## src/rtl/soc_router_pkg.sv

```systemverilog
// Shared types and defaults for the CPU request router.
package soc_router_pkg;

  typedef enum logic [1:0] {IDLE, ACTIVE, RESP} rtr_state_t;

  localparam int          RTR_MAX_TGT      = 8;
  localparam logic [31:0] RTR_ERR_RDAT_DEF = 32'hDEAD_BEEF;

  // Timeout counter width; stays at least 1 bit when the timeout is disabled.
  function automatic int rtr_cnt_w(input int cyc);
    return (cyc < 1) ? 1 : $clog2(cyc + 1);
  endfunction

endpackage

```

## src/rtl/soc_router_decode.sv

```systemverilog
// Combinational base/mask address decode; the lowest matching index wins.
module soc_router_decode #(
  parameter int                    NUM_TGT  = 4,
  parameter logic [NUM_TGT*32-1:0] TGT_BASE = '0,
  parameter logic [NUM_TGT*32-1:0] TGT_MASK = '0
) (
  input  logic [31:2]        i_addr,
  output logic [NUM_TGT-1:0] o_hit,
  output logic               o_miss
);

  logic [31:0] w_baddr;
  assign w_baddr = {i_addr, 2'b00};

  always_comb begin
    o_hit  = '0;
    o_miss = 1'b1;
    for (int i = 0; i < NUM_TGT; i++) begin
      if (o_miss && ((w_baddr & TGT_MASK[32*i +: 32]) == TGT_BASE[32*i +: 32])) begin
        o_hit[i] = 1'b1;
        o_miss   = 1'b0;
      end
    end
  end

endmodule

```

## src/rtl/soc_cpu_router.sv

```systemverilog
// Registered CPU-to-slave request router with unmapped/timeout bus errors
// and a sticky first-error capture for firmware.
module soc_cpu_router
  import soc_router_pkg::*;
#(
  parameter int                    NUM_TGT     = 4,
  parameter logic [NUM_TGT*32-1:0] TGT_BASE    = {32'h4000_0000, 32'h2000_0000, 32'h1000_0000, 32'h0000_0000},
  parameter logic [NUM_TGT*32-1:0] TGT_MASK    = {32'hC000_0000, 32'hE000_0000, 32'hF000_0000, 32'hF000_0000},
  parameter int                    TIMEOUT_CYC = 1024,
  parameter logic [31:0]           ERR_RDAT    = RTR_ERR_RDAT_DEF
) (
  input  logic                  clk,
  input  logic                  arst,
  input  logic                  cpu_vld,
  output logic                  cpu_rdy,
  input  logic [31:2]           cpu_addr,
  input  logic [3:0]            cpu_we,
  input  logic [31:0]           cpu_wdat,
  output logic [31:0]           cpu_rdat,
  output logic                  cpu_err,
  output logic [NUM_TGT-1:0]    tgt_vld,
  input  logic [NUM_TGT-1:0]    tgt_rdy,
  output logic [31:2]           tgt_addr,
  output logic [3:0]            tgt_we,
  output logic [31:0]           tgt_wdat,
  input  logic [NUM_TGT*32-1:0] tgt_rdat,
  output logic                  err_sticky,
  output logic [31:2]           err_addr,
  output logic                  err_timeout,
  input  logic                  err_clr
);

  localparam int CW = rtr_cnt_w(TIMEOUT_CYC);
  localparam int SW = (NUM_TGT > 1) ? $clog2(NUM_TGT) : 1;
  localparam logic [CW-1:0] TMO_LAST = (TIMEOUT_CYC > 0) ? CW'(TIMEOUT_CYC - 1) : '0;

  rtr_state_t        r_state, w_nxt;
  logic [SW-1:0]     r_sel, w_sel;
  logic [CW-1:0]     r_cnt;
  logic [31:2]       r_addr;
  logic [3:0]        r_we;
  logic [31:0]       r_wdat, r_rdat;
  logic              r_err, r_sticky, r_eto;
  logic [31:2]       r_eaddr;
  logic [NUM_TGT-1:0] w_hit;
  logic              w_miss, w_rdy_sel, w_tmo, w_err_ev;
  logic [31:0]       w_rdat_sel;

  soc_router_decode #(
    .NUM_TGT  (NUM_TGT),
    .TGT_BASE (TGT_BASE),
    .TGT_MASK (TGT_MASK)
  ) u_dec (
    .i_addr (cpu_addr),
    .o_hit  (w_hit),
    .o_miss (w_miss)
  );

  always_comb begin
    w_sel = '0;
    for (int i = 0; i < NUM_TGT; i++)
      if (w_hit[i]) w_sel = SW'(i);
  end

  assign w_rdy_sel  = tgt_rdy[r_sel];
  assign w_rdat_sel = tgt_rdat[32*r_sel +: 32];
  assign w_tmo      = (TIMEOUT_CYC > 0) && (r_cnt == TMO_LAST);

  always_comb begin
    w_nxt    = r_state;
    w_err_ev = 1'b0;
    case (r_state)
      IDLE: if (cpu_vld) begin
        w_nxt    = w_miss ? RESP : ACTIVE;
        w_err_ev = w_miss;
      end
      // A ready in the last allowed cycle still counts as a normal completion.
      ACTIVE: if (w_rdy_sel || w_tmo) begin
        w_nxt    = RESP;
        w_err_ev = !w_rdy_sel;
      end
      RESP:    w_nxt = IDLE;
      default: w_nxt = IDLE;
    endcase
  end

  always_ff @(posedge clk or posedge arst) begin
    if (arst) begin
      r_state  <= IDLE;
      r_sel    <= '0;
      r_cnt    <= '0;
      r_addr   <= '0;
      r_we     <= '0;
      r_wdat   <= '0;
      r_rdat   <= '0;
      r_err    <= 1'b0;
      r_sticky <= 1'b0;
      r_eaddr  <= '0;
      r_eto    <= 1'b0;
    end else begin
      r_state <= w_nxt;
      case (r_state)
        IDLE: if (cpu_vld) begin
          r_addr <= cpu_addr;
          r_we   <= cpu_we;
          r_wdat <= cpu_wdat;
          r_sel  <= w_sel;
          r_cnt  <= '0;
          r_err  <= w_miss;
          if (w_miss) r_rdat <= ERR_RDAT;
        end
        ACTIVE: begin
          if (w_rdy_sel) begin
            r_rdat <= w_rdat_sel;
            r_err  <= 1'b0;
          end else if (w_tmo) begin
            r_rdat <= ERR_RDAT;
            r_err  <= 1'b1;
          end else if (r_cnt != '1) begin
            r_cnt <= r_cnt + CW'(1);
          end
        end
        default: ;
      endcase
      // A new error beats a coincident clear.
      if (w_err_ev && (!r_sticky || err_clr)) begin
        r_sticky <= 1'b1;
        r_eaddr  <= (r_state == IDLE) ? cpu_addr : r_addr;
        r_eto    <= (r_state == ACTIVE);
      end else if (err_clr) begin
        r_sticky <= 1'b0;
        r_eaddr  <= '0;
        r_eto    <= 1'b0;
      end
    end
  end

  assign tgt_vld     = (r_state == ACTIVE) ? (NUM_TGT'(1) << r_sel) : '0;
  assign cpu_rdy     = (r_state == RESP);
  assign cpu_err     = cpu_rdy & r_err;
  assign cpu_rdat    = r_rdat;
  assign tgt_addr    = r_addr;
  assign tgt_we      = r_we;
  assign tgt_wdat    = r_wdat;
  assign err_sticky  = r_sticky;
  assign err_addr    = r_eaddr;
  assign err_timeout = r_eto;

endmodule

```

## config.mk

```make
export PLATFORM = sky130hd
export DESIGN_NAME = soc_cpu_router
export DESIGN_NICKNAME = d
export VERILOG_FILES = /design/src/rtl/soc_router_pkg.sv /design/src/rtl/soc_router_decode.sv /design/src/rtl/soc_cpu_router.sv
export SDC_FILE = /design/constraint.sdc
export NUM_CORES = 1
export LEC_CHECK = 0
export CAP_MARGIN = 40
export CORE_ASPECT_RATIO = 0.8
export CORE_MARGIN = 2
export CORE_UTILIZATION = 35
export DETAILED_ROUTE_END_ITERATION = 8
export GPL_ROUTABILITY_DRIVEN = 0
export PLACE_DENSITY = 0.84
export SLEW_MARGIN = 5
export SYNTH_ARGS = -nofsm -noshare
export SYNTH_HDL_FRONTEND = slang
export SYNTH_SLANG_ARGS = --single-unit
```

## constraint.sdc

```tcl
create_clock -name clk -period 5 [get_ports clk]
set_clock_uncertainty 0.05 [all_clocks]
set_input_delay 0.75 -clock clk [delete_from_list [all_inputs] [get_ports clk]]
set_output_delay 0.75 -clock clk [all_outputs]
set_load 0.02 [all_outputs]
```

Word-level counts from Yosys, hierarchy flattened --
Cells that the tools add are included.
Cells by class: add/sub/neg operators 1, $lt $le $gt $ge 1, equal/unequal tests 14, shift-type cells 2, multiplexer cells 40, bitwise gates (word level) 1, reduce and logical (&&, ||, !) cells 17
Operator list (number):
- $mux W32 | 4
- $shiftx A128 B8 Y32 | 1
- $mux W30 | 3
- $pmux W32 S2 | 1
- $mux W11 | 4
- $logic_not A32 Y1 | 1
- $pmux W11 S2 | 1
- $mux W1 | 17
- $ne A2 B2 Y1 const B | 6
- $add A11 B1 Y11 const B | 1
- $eq A11 B10 Y1 const B | 1
- $ne A11 B11 Y1 const B | 1
- $mux W2 | 5
- $reduce_and A5 Y1 | 1
- $eq A2 B1 Y1 const B | 2
- $eq A4 B1 Y1 const B | 1
- $logic_and A1 B1 Y1 | 4
- $mux W4 | 1
- $pmux W1 S2 | 2
- $pmux W2 S2 | 1
- $reduce_and A2 Y1 | 2
- $reduce_and A4 Y1 | 1
- $reduce_bool A2 Y1 | 2
- $shl A1 B2 Y4 const A | 1
- 10 further kinds | 12
Word-level totals: register bits 146, input bits 202, output and inout bits 136

Logic depth before layout (Yosys ltp) --
Gate-level depths: netlist (run 1).
depth in word-level cells 12, gate-level depth with buffers 7, mapped depth without buffers 6

Cells and area by module --
A second synthesis (run 1) with hierarchy kept.
Second synthesis, totals: cells, all modules 479, area, all modules 6784.0 um^2
By module, submodules not included:
- soc_cpu_router | times used 1, cells each 474, area an instance 6739.0 um^2, seq. area each 3653.5 um^2
- soc_router_decode | times used 1, cells each 5, area an instance 45.0 um^2, seq. area each 0.0 um^2

Worst setup path before layout (run 1) --
OpenSTA, ideal clock, no wires.
path type register to output, from register r_sel[1], to output tgt_vld[2], data arrival time 1356 ps, data required time 4200 ps, path slack 2844 ps, cell stages (with the launch flop) 5, path buffers 2, cells stage by stage dfrtp_1 -> buf_1 -> clkbuf_1 -> inv_1 -> nor2_1
On the way: cells in the longest elaborated chain, start to end 2
Ends and longest elaborated chain:
- start: declaration | line soc_cpu_router.sv:38 | logic [SW-1:0] r_sel, w_sel;
- start signal: assignment | line soc_cpu_router.sv:107 | r_sel <= w_sel;
- $shl A1 B2 Y4 | line soc_cpu_router.sv:138 | assign tgt_vld = (r_state == ACTIVE) ? (NUM_TGT'(1) << r_sel) : '0;
- $mux W4 | line soc_cpu_router.sv:138
- end: declaration | line soc_cpu_router.sv:21 | output logic [NUM_TGT-1:0] tgt_vld,
No other way between the ends.

Worst setup path in the final report (run 1) --
from register r_sel[0], to output tgt_vld[1]
The elaborated chain is that of the path after synthesis.

==> results of run 1 <==
## synth_stat cells (all sizes together)
master | n | share of area [%]
a31o | 1 | 0.13
or3b | 1 | 0.16
buf | 20 | 2.0
nand2 | 207 | 11
nand3 | 8 | 0.59
o2bb2ai | 30 | 4.9
a21oi | 3 | 0.27
nor3b | 2 | 0.22
nor2 | 15 | 0.82
xor2 | 4 | 0.51
or4 | 1 | 0.11
and2 | 1 | 0.092
nor2b | 4 | 0.37
dfrtp | 146 | 53
o22ai | 11 | 1.1
o41ai | 1 | 0.13
mux4 | 32 | 11
nand2b | 3 | 0.27
mux2 | 2 | 0.33
nand4 | 2 | 0.18
mux2i | 32 | 4.7
a211oi | 1 | 0.11
o21a | 1 | 0.11
a21o | 1 | 0.11
o211ai | 2 | 0.22
inv | 20 | 1.1
clkbuf | 21 | 1.2
o22a | 25 | 3.3
o31ai | 3 | 0.53
o21ai | 3 | 0.22
nand3b | 1 | 0.11
and3 | 1 | 0.092
and4 | 3 | 0.38
nand4b | 1 | 0.13
ha | 1 | 0.18
## cell usage in the layout, fill, tap and decap left out, types with 2 or more instances in the layout
cell,Yosys,routed
nand2b_1,3,3
o31ai_1,2,2
clkinv_2,0,2
inv_1,20,19
inv_6,0,4
nand2_1,206,205
clkinvlp_4,0,3
dfrtp_1,146,145
buf_4,0,7
mux4_2,32,32
o2bb2ai_1,19,19
nand3_1,8,8
xor2_1,4,4
inv_8,0,4
and4_1,3,3
mux2i_1,32,32
nand2_2,1,2
o22ai_1,10,10
o211ai_1,2,2
nor2_1,15,14
nor2b_1,4,4
clkbuf_16,0,17
clkdlybuf4s50_1,0,337
o2bb2ai_2,11,11
nand4_1,2,2
a21oi_1,2,2
mux2_2,2,2
bufinv_16,0,2
o22a_1,24,24
o21ai_0,3,3
## routing by layer
metal	vias up	track usage (%)
li1	2775	-
met1	2961	25.1
met2	244	36.9
met3	30	7.38
met4	0	7.84
met5	-	0
## kinds of logic (layout without fill, tap and decap cells)
family,after synthesis,count (layout)
AO/OA/AOI/OAI,82,82
AND/OR/NAND/NOR,250,250
multiplexers,66,66
buffers and inverters,61,399
flip-flops,146,146
adder cells (fa/ha/maj),1,1
XOR/XNOR,4,4
## flip-flops by register name, indices dropped and copies added, names as in the netlist
name and flops:
cpu_rdat 32, tgt_wdat 32, err_addr 30, tgt_addr 30, r_cnt 11, tgt_we 4, r_sel 2, r_state 2
err_sticky 1, err_timeout 1, r_err 1
## final cells by class
type                            instances  area, sq um
Sequential cell                       146         3650
Inverter                               20         80.1
Tap cell                              258          323
Fill cell                            1601         7970
Clock buffer                           17          425
Timing Repair Buffer                  347         3490
Clock inverter                         15          173
Multi-Input combinational cell        403         2910
## power by group
group	internal [W]	total (W)	switching (W)
sequential	0.00161	0.00194	0.000335
combinational	0.00151	0.00314	0.00162
clock	0.000751	0.00129	0.000539
## per-stage QoR
| step | setup WS (ns) | cells | power (W) | hold slack (ns) |
|---|---|---|---|---|
| floorplan | 0.277 | 610 | 0.00373 | 0.429 |
| detailed placement | 1.89 | 1174 | 0.00512 | 0.411 |
| CTS | 1.61 | 1206 | 0.00644 | 0.427 |
| global placement | 1.84 | 1171 | 0.00502 | 0.406 |
| finish | 1.68 | 1206 | 0.00637 | 0.423 |
| global route | 1.50 | 1206 | 0.00675 | 0.456 |
## worst max-delay path: stages (launching register included)
cell and delay [ns]:
dfrtp_2 0.71, buf_4 0.43, nand3b_1 0.21, nor2_1 0.12, clkdlybuf4s50_1 0.63
## path summary, 6_finish.rpt
path	to	depth (start not counted)
max	tgt_vld[1]	4
min	tgt_wdat[31]	2
max reg2reg	err_addr[14]	6
min reg2reg	tgt_wdat[31]	2
max in group asynchronous	tgt_wdat[28]	3
min in group asynchronous	tgt_we[3]	2
==> impl_metrics.csv, run 1 <==
group,metric,value,unit
outcome,status,"completed",
route,highest_layer,"met4",
route,wl_met3,1740,microns
worst_setup_path,critPathMaxFanout,19,
die,rows,45,
place,placement.io_buffers,337,
clocking,cts_tree,"done",
route,via_count,6010,
sta,setup-tns-final,0,ns
route,wl,21500,microns
yosys,synth_mux_area_share,15.6,%
global_routing,grt_pass1_vias,6405,
finish,design_area,11100,sq um
yosys,avgSynthCellArea,11.2,sq um
yosys,synth_top_family_by_area,"multiplexers",
sta,period_share,66.4,%
die,ios,338,
die,start_util,35.9,%
worst_setup_path,cp_data_arrival_time,2.52,ns
clocking,clock-root-buffer,"clkbuf_16",
worst_setup_path,cp-start-kind,"flip-flop",
yosys,synth_compound_area_share,11.1,%
finish,final_util,58.1,%
die,core-area,19000,sq um
worst_setup_path,end_kind,"primary output",
yosys,yosysSeqAreaShare,53.5,%
worst_setup_path,r2r_start,"r_sel[0]",
route,via_per_inst,4.98,
run,maxCapViolations,0,
worst_setup_path,reg2reg_slack,2.06,ns
worst_setup_path,criticalPathCategory,"reg2out",
yosys,synthAdderAreaFrac,0.183,%
hold_path,hp-class,"reg2reg",
sta,tightest_slew,0.825,ns
sta,max_freq,301,MHz
route,wl_met1,8720,microns
pwr,leakagePower,4.77,nW
finish,num_antenna_cells,0,
clocking,postCtsSetupRepairBufs,0,
clocking,cts_max_level,4,
finish,drive_gt1_share,10.3,%
place,hpwl,16000,microns
route,met2_length,10600,microns
route,route.detailed.drc,0,
global_routing,gr-total-overflow,0,
die,die_h,129,microns
clocking,cts_buffers,17,
sta,period_needed,3.32,ns
yosys,ys_seq_elements,146,
finish,area_growth,61.8,%
route,ant_nets,0,
global_routing,grt.total_usage,21.4,%
sta,rsz0062_at_grt,"false",
yosys,synth_cell_types,43,
clocking,clk_latency,0.42,ns
global_routing,antenna_found_initial,0,
sta,finalSetupViolCount,0,
clocking,post_cts_resize_count,0,
clocking,cts_sinks,146,
die,die_area,20700,sq um
yosys,syn_area,6830,sq um
sta,slew_viol_final,0,
pwr,power.density,576,nW/um^2
yosys,ys_warn_count,0,
yosys,syn_nets,813,
place,placed_cell_area,10500,sq um
clocking,clkTransAtPathRegs,0.07,ns
finish,final_nets,1138,
yosys,synthSimpleGateAreaFrac,14.9,%
hold_path,hold_start,"tgt_wdat[31]",
clocking,clockBufferDepth,2,
worst_setup_path,worstPathRequired,4.20,ns
sta,finalHoldViolCount,0,
global_routing,grt_pass1_wl,34400,microns
worst_setup_path,critPathLaunch,"r_sel[0]",
global_routing,grt_max_degree,89,
sta,max-slew-margin-rel,45.0,%
pwr,vdd_drop_max,0.328,mV
yosys,synth-xor-area-share,0.513,%
clocking,cts-hold-fix-buffers,0,
die,dieWidth,160,microns
route,drt-wirelength-per-cell,17.8,microns
route,drt_iter0_markers,315,
yosys,syn_inst,610,
route,dr.pass1.iters,6,
Power figures use the tool's default switching activity.
==> run 2: changes to the inputs <==
==> constraint.sdc (replaced) <==
create_clock -name clk -period 2.99 [get_ports clk]
set_clock_uncertainty 0.05 [all_clocks]
set_input_delay 0.4485 -clock clk [delete_from_list [all_inputs] [get_ports clk]]
set_output_delay 0.4485 -clock clk [all_outputs]
set_load 0.02 [all_outputs]
==> run 2 against run 1 <==
  * Clock-buffer cell count rose by 1
  * Core utilization rose by 0.21 points
  * Sequential share of layout area fell by 0.12 points
==> impl_metrics.csv, run 2 (synthesized netlist as in run 1, its figures left out) <==
group,metric,value,unit
sta,period_needed,2.62,ns
pwr,power.density,958,nW/um^2
global_routing,grt_pass1_wl,34400,microns
finish,mostFrequentLayoutCells,"clkdlybuf4s50_1 (337), nand2_1 (205), dfrtp_1 (145), mux2i_1 (32), mux4_2 (32)",
global_routing,gr-total-overflow,0,
finish,design_area,11100,sq um
pwr,leakagePower,4.79,nW
die,die_area,20700,sq um
finish,fin_cells,1213,
worst_setup_path,end_kind,"primary output",
worst_setup_path,cp_slowest_cell,"clkdlybuf4s50_1",
outcome,status,"completed",
route,ant_nets,0,
route,wl,21600,microns
die,start_util,35.9,%
worst_setup_path,worstPathRequired,2.49,ns
clocking,cts_tree,"done",
hold_path,hp-class,"reg2reg",
clocking,post_cts_resize_count,0,
die,ios,338,
route,dr.pass1.iters,4,
global_routing,grt_pass1_vias,6257,
route,drt-wirelength-per-cell,17.8,microns
global_routing,grt.total_usage,21.4,%
route,via_count,6026,
clocking,cts_sinks,146,
finish,final_nets,1145,
sta,tightest_slew,0.837,ns
die,rows,45,
clocking,clkTransAtPathRegs,0.06,ns
place,placed_cell_area,10500,sq um
finish,layout_commonest_cell,"clkdlybuf4s50_1",
worst_setup_path,cp-start-kind,"flip-flop",
place,hpwl,16200,microns
clocking,postCtsSetupRepairBufs,0,
worst_setup_path,criticalPathCategory,"reg2out",
sta,period_share,87.5,%
clocking,cts_max_level,4,
worst_setup_path,slowest_delay,0.63,ns
sta,finalSetupViolCount,0,
finish,drive_gt1_share,10.9,%
worst_setup_path,crit_chain,"or3b_4 > nor2_1 > clkdlybuf4s50_1",
sta,max-slew-margin-rel,44.2,%
global_routing,antenna_found_initial,0,
die,dieWidth,160,microns
sta,max_freq,382,MHz
clocking,clockBufferDepth,2,
sta,slew_viol_final,0,
sta,rsz0062_at_grt,"false",
die,core-area,19000,sq um
clocking,cts-hold-fix-buffers,0,
worst_setup_path,cp_data_arrival_time,2.12,ns
run,maxCapViolations,0,
route,via_per_inst,4.97,
clocking,clock-root-buffer,"clkbuf_16",
route,drt_iter0_markers,346,
sta,setup-tns-final,0,ns
route,route.detailed.drc,0,
clocking,cts_buffers,17,
clocking,clk_latency,0.42,ns
sta,finalHoldViolCount,0,
finish,num_antenna_cells,0,
finish,area_growth,62.4,%
worst_setup_path,critPathMaxFanout,8,
place,dp.cells,1181,
pwr,vdd_drop_max,0.491,mV
place,placement.io_buffers,337,
global_routing,grt_max_degree,93,
die,die_h,129,microns
==> run 2: cell count changes in the layout (fill, tap and decap cells not counted) <==
| cell | before | now |
|---|---|---|
| buf_12 | 1 | 2 |
| buf_4 | 7 | 14 |
| buf_8 | 1 | 0 |
| clkbuf_1 | 0 | 1 |
| clkinv_4 | 1 | 2 |
| clkinvlp_4 | 3 | 5 |
| inv_8 | 4 | 0 |
==> run 2: critical path: cells and delay by family (launching register included) <==
family                 cells  cell delay [ns]
buffers and inverters      1             0.63
DFF                        1             0.52
and+or+nand+nor            2             0.56
==> run 2: path summary, 6_finish.rpt <==
kind / start / endpoint / slack [ns] / depth (start not counted)
setup / recovery: r_state[0] / tgt_vld[2] / 0.37 / 3
hold / removal: tgt_wdat[14] / tgt_wdat[14] / 0.42 / 2
setup reg to reg: r_state[0] / err_timeout / 0.67 / 6
hold reg to reg: tgt_wdat[14] / tgt_wdat[14] / 0.42 / 2
max in group asynchronous: arst / r_sel[0] / 1.95 / 3
min in group asynchronous: arst / tgt_wdat[30] / 0.44 / 3
==> run 2: report_power, final <==
group          internal (W)  leakage, nW  switching (W)
registers           0.00269         1.80       0.000496
logic               0.00256         2.71        0.00279
clock network       0.00124        0.274       0.000869
total               0.00649         4.79        0.00415
==> run 2: through the flow <==
| stage | total power, W | utilization, % | setup WS [ns] | hold slack [ns] |
|---|---|---|---|---|
| 3_5_place_dp | 0.00860 | 55.3 | 0.419 | 0.413 |
| 6_report | 0.0106 | 58.3 | 0.374 | 0.421 |
| 4_1_cts | 0.0108 | 58.3 | 0.357 | 0.427 |
| 5_1_grt | 0.0113 | 58.3 | 0.269 | 0.446 |
| 2_1_floorplan | 0.00624 | - | 0.658 | 0.429 |
| 3_3_place_gp | 0.00848 | 55.1 | 0.421 | 0.407 |
==> run 2: final cells by class <==
type | count | area [sq um]
clock buffers | 18 | 429
clock inverters | 14 | 153
fillers | 1612 | 7930
inverters | 20 | 78.8
multi-input cells | 403 | 2910
flip-flops and latches | 146 | 3650
well taps | 258 | 323
repair buffers | 354 | 3550
==> run 2: routing by layer <==
layer	up-vias	share of wire (%)	track usage, %
li1	2792	-	-
met1	2961	42	26.7
met2	249	49	36.0
met3	24	8.3	7.19
met4	0	1.5	5.62
met5	-	0	0
